[src/rtl/inv_shift_mix_round.sv]
// ============================================================================
//  Module      : inv_shift_mix_round
//  Description : AES inverse round datapath: InvShiftRows -> AddRoundKey ->
//                InvMixColumns (bypassed on last round), 2-stage valid/ready.
//  Revision    : 1.0 - initial release
// ============================================================================
`default_nettype none

module inv_shift_mix_round #(
    parameter int BLOCK_LENGTH = 128
) (
    input  logic                    CLK,
    input  logic                    RST,
    input  logic                    IN_VALID,
    output logic                    IN_READY,
    input  logic [BLOCK_LENGTH-1:0] IN_DATA,
    input  logic [BLOCK_LENGTH-1:0] ROUND_KEY,
    input  logic                    LAST_ROUND,
    output logic                    OUT_VALID,
    input  logic                    OUT_READY,
    output logic [BLOCK_LENGTH-1:0] OUT_DATA
);

    localparam int c_NCOL = 4;
    localparam int c_NROW = 4;

    function automatic logic [7:0] xtime(input logic [7:0] a);
        return {a[6:0], 1'b0} ^ (a[7] ? 8'h1b : 8'h00);
    endfunction

    // Multiples 9/b/d/e are assembled from the x2/x4/x8 xtime chain.
    function automatic logic [31:0] inv_mix_col(input logic [31:0] col);
        logic [7:0] a  [4];
        logic [7:0] m9 [4];
        logic [7:0] mb [4];
        logic [7:0] md [4];
        logic [7:0] me [4];
        logic [7:0] x2, x4, x8;
        for (int j = 0; j < 4; j++) begin
            a[j]  = col[31-8*j -: 8];
            x2    = xtime(a[j]);
            x4    = xtime(x2);
            x8    = xtime(x4);
            m9[j] = x8 ^ a[j];
            mb[j] = x8 ^ x2 ^ a[j];
            md[j] = x8 ^ x4 ^ a[j];
            me[j] = x8 ^ x4 ^ x2;
        end
        return {me[0] ^ mb[1] ^ md[2] ^ m9[3],
                m9[0] ^ me[1] ^ mb[2] ^ md[3],
                md[0] ^ m9[1] ^ me[2] ^ mb[3],
                mb[0] ^ md[1] ^ m9[2] ^ me[3]};
    endfunction

    logic                    r_s1_valid;
    logic                    r_s1_last;
    logic [BLOCK_LENGTH-1:0] r_s1_data;
    logic [BLOCK_LENGTH-1:0] r_s1_key;
    logic                    r_s2_valid;
    logic [BLOCK_LENGTH-1:0] r_s2_data;

    logic                    w_ld1;
    logic                    w_ld2;
    logic [BLOCK_LENGTH-1:0] w_shifted;
    logic [BLOCK_LENGTH-1:0] w_keyed;
    logic [BLOCK_LENGTH-1:0] w_mixed;

    assign w_ld2    = !r_s2_valid || OUT_READY;
    assign w_ld1    = !r_s1_valid || w_ld2;
    assign IN_READY = w_ld1;

    assign w_keyed  = r_s1_data ^ r_s1_key;

    generate
        for (genvar c = 0; c < c_NCOL; c++) begin : g_col
            // Row r of output column c comes from input column (c - r) mod 4.
            for (genvar r = 0; r < c_NROW; r++) begin : g_row
                assign w_shifted[BLOCK_LENGTH-1-8*(4*c+r) -: 8] =
                    IN_DATA[BLOCK_LENGTH-1-8*(4*((c-r+4)%4)+r) -: 8];
            end
            assign w_mixed[BLOCK_LENGTH-1-32*c -: 32] =
                inv_mix_col(w_keyed[BLOCK_LENGTH-1-32*c -: 32]);
        end
    endgenerate

    always_ff @(posedge CLK or negedge RST) begin
        if (!RST) begin
            r_s1_valid <= 1'b0;
            r_s1_last  <= 1'b0;
            r_s1_data  <= '0;
            r_s1_key   <= '0;
        end else if (w_ld1) begin
            r_s1_valid <= IN_VALID;
            r_s1_last  <= LAST_ROUND;
            r_s1_data  <= w_shifted;
            r_s1_key   <= ROUND_KEY;
        end
    end

    always_ff @(posedge CLK or negedge RST) begin
        if (!RST) begin
            r_s2_valid <= 1'b0;
            r_s2_data  <= '0;
        end else if (w_ld2) begin
            r_s2_valid <= r_s1_valid;
            r_s2_data  <= r_s1_last ? w_keyed : w_mixed;
        end
    end

    assign OUT_VALID = r_s2_valid;
    assign OUT_DATA  = r_s2_data;

endmodule

`default_nettype wire
[config.mk]
export PLATFORM = sky130hd
export DESIGN_NAME = inv_shift_mix_round
export DESIGN_NICKNAME = d
export VERILOG_FILES = /design/src/rtl/inv_shift_mix_round.sv
export SDC_FILE = /design/constraint.sdc
export NUM_CORES = 1
export LEC_CHECK = 0
export BUFFER_PORTS_ARGS = -buffer_cell sky130_fd_sc_hd__buf_2
export CORE_ASPECT_RATIO = 1.75
export CORE_MARGIN = 2
export CORE_UTILIZATION = 50
export DETAILED_ROUTE_END_ITERATION = 12
export PLACE_DENSITY = 0.78
export SYNTH_ARGS = -nofsm -noshare
export SYNTH_HDL_FRONTEND = slang
export SYNTH_SLANG_ARGS = --single-unit
[constraint.sdc]
create_clock -name CLK -period 3.85 [get_ports CLK]
set_input_delay 0.385 -clock CLK [delete_from_list [all_inputs] [get_ports CLK]]
set_output_delay 0.385 -clock CLK [all_outputs]
set_load 0.05 [all_outputs]
==> qor.txt <==
Mean Syn Cell Area: 12.0 um^2
Worst Hold Path EP: r_s1_valid$_DFFE_PN0P_
Iter 0 DRT Violations: 696
CP Max Fanout: 8
RSZ-0062 raised after global routing: false
number of port buffers: 390
commonest cells after routing, fill and taps aside: xnor2_1 (568), buf_2 (389), dfrtp_1 (386)
asr flop ratio synth: 100%
top layer used by detailed routing: met5
Int Power: 16.8 mW
synthesis-to-finish area growth: 17.9%
status: finished, final reports clean
clk_lat worst skew: 0.54 ns
antenna violations before repair: 3
clock period minus worst slack: 3.13 ns
Initial Util: 50.2%
CP Launch Point: r_s1_key[93]$_DFFE_PN0P_
Cell Rows: 108
First-pass DRT Iterations: 5
Pwr per Cell Area: 1040 nW/um^2
via/cell ratio: 5.21
TritonCTS clock tree: yes
R2R Path Start: r_s1_key[93]$_DFFE_PN0P_
DIE HEIGHT: 299 um
Max Buffers Root-to-Sink: 3
IO Count: 391
WHS: 0.0676 ns
WP data required: 4.27 ns
GP Congestion: 0.940
net count after synthesis: 2333
Vias: 16600
FF-to-FF path depth: 7
Slew @ Worst Pin: 0.955 ns
Hold Path Stages: 2
Met1 Wirelength: 25.0 mm
Cell variety after synth: 42
post-CTS sizing: 0
clock power share: 12.6%
Pleak: 12.9 nW
Flop pwr share: 18.9%
top_reg_cell synth: dfrtp_1
area of the multi-input gates: 14800 um^2
Synth Area in Compound Gates: 4.97%
Post-Synth XOR/XNOR Area: 38.4%
Post-synth EDFFs: 0
CP endpoint kind: flip-flop
Slew Viols, Final: 0
max_slew headroom: 35.9%
nets@finish: 2755
setup TNS: 0 ns
Hold/Removal Path Class: in2reg
wire per inst: 21.5 um
post-synthesis simple-gate area fraction: 4.27%
worst setup path class: reg2reg
Die Area: 51400 um^2
Comb power frac: 68.5%
Detail Placement HPWL: 52.6 mm
maximum clock frequency: 320 MHz
fillers: 4087
final wirelength: 68.4 mm
largest area contributor in the netlist: dfrtp_1
setup violators final: 0
Sw Ratio: 44.8%
Final Skew: 0.0163 ns
sw power: 13.7 mW
sequential area share after synthesis: 39.1%
Detail Route Antenna Nets: 0
mux share of post-synthesis cell area: 12.0%
final hold violations: 0
R2R setup slack: 0.72 ns
Synth area leaders: dfrtp_1 (39%), xnor2_1 (20%), mux2_2 (12%)
CTS sink count: 387
H-tree depth: 2
# DRC: 0
Synth Cell Area: 24800 um^2
Core Box Area: 49300 um^2
GRT Residual Overflow: 0
Hold Path Origin: IN_VALID
Critical Path Source Type: flip-flop
vias in the first global route: 18100
largest net degree at the start of global routing: 209
met2 routed WL: 36.3 mm
die width: 172 um
Reg2Reg Capture Point: OUT_DATA[83]$_DFFE_PN0P_
gr usage total: 26.8%
post-synth top area share: 39.1%
clk slew on worst S/H paths: 0.06 ns
first-pass GRT wire length: 104 mm
Total Power: 30.5 mW
Cells after Synth: 2072
register area: 9690 um^2
wire length on met3: 3.45 mm
Post-Synth Adder-Cell Area: 0%
share of cells above drive strength 1: 34.1%
Critical Path AT: 3.55 ns
Max-Cap Viols: 0
#FFs+latches synth: 387
most common cell after layout, fill and taps aside: xnor2_1
fin crit share: 81.3%
Post-CTS Setup Bufs: 0
Num CTS Buffers: 38
CTS root buf: clkbuf_16
main combinational cell family by area after synthesis: XOR/XNOR gates
number of synthesis warnings: 0
VDD IR max: 564 uV
[final cells by class]
| class | instances | share of cell area (%) |
|---|---|---|
| Timing Repair Buffer | 463 | 8.98 |
| Clock inverter | 16 | 0.599 |
| Tap cell | 660 | 2.83 |
| Antenna cell | 2 | 0.0171 |
| Multi-Input combinational cell | 1604 | 50.7 |
| Clock buffer | 53 | 3.76 |
| Sequential cell | 387 | 33.1 |
[synthesized netlist by cell type, types with 9 or more instances]
cell      number
dfrtp_1      387
nor2_1        24
nand2_1      197
clkbuf_1      75
o21ai_1       46
nand3_1       13
xnor2_2       47
xnor2_4       12
xnor2_1      568
mux2_2       261
a21oi_1       65
xor2_1       111
o21ai_0       97
xnor3_1       85
xor3_1        15
a221oi_1       9
[routing by layer]
layer | up-vias | GRT usage [%]
met5 | - | 0
met4 | 2 | 13.3
met3 | 165 | 4.62
met2 | 468 | 49.2
met1 | 8196 | 29.2
li1 | 7748 | -
[what timing repair did]
action,CTS,global route
hold endpoints to repair,99,0
hold buffers,1,0
setup endpoints to repair,0,0
[how the worst max path moves through the flow]
stage                     slack, ns                        to  depth (start not counted)
after floorplan                1.27  OUT_DATA[99]$_DFFE_PN0P_                          6
after global placement         0.79  OUT_DATA[83]$_DFFE_PN0P_                          7
after detailed placement       0.81  OUT_DATA[83]$_DFFE_PN0P_                          7
after CTS                      0.79  OUT_DATA[83]$_DFFE_PN0P_                          7
after global routing           0.66  OUT_DATA[83]$_DFFE_PN0P_                          7
final                          0.72  OUT_DATA[83]$_DFFE_PN0P_                          7
[logic make-up (layout without fill, tap and decap cells)]
kind of cell	after synthesis	in the layout
xor+xnor	849	849
other cells	0	2
simple gates	260	260
flops	387	387
buf+inv	81	532
mux	265	265
compound gates	230	230
[power groups by stage]
| stage | combinational [mW] | clock, mW | sequential, mW |
|---|---|---|---|
| 4_1_cts | 21.0 | 3.94 | 5.76 |
| 3_3_place_gp | 20.7 | 0 | 5.75 |
| 2_1_floorplan | 14.0 | 0 | 8.11 |
| 3_5_place_dp | 20.8 | 0 | 5.82 |
| 6_report | 20.9 | 3.85 | 5.75 |
| 5_1_grt | 22.3 | 4.10 | 5.88 |
[through the flow]
step	utilization (%)	setup slack, ns	cell area (um^2)	instances
2_1_floorplan	-	1.27	24800	2072
3_3_place_gp	56.7	0.795	27900	3113
3_5_place_dp	56.7	0.813	27900	3113
4_1_cts	59.3	0.795	29200	3183
5_1_grt	59.3	0.659	29200	3185
6_report	59.3	0.720	29200	3185
[worst max-delay path, stage by stage (launching register included)]
cell     delay, ns
dfrtp_1       0.41
xnor2_2       0.67
xnor3_1       0.47
xnor2_1       0.45
xnor2_1       0.24
xnor2_1       0.33
mux2i_1       0.37
nor2_1        0.07
[state kept, by name (all words and copies together), names as in the netlist]
register,cells
OUT_DATA,128
r_s1_data,128
r_s1_key,128
OUT_VALID,1
r_s1_last,1
r_s1_valid,1
Power figures use the tool's default switching activity.
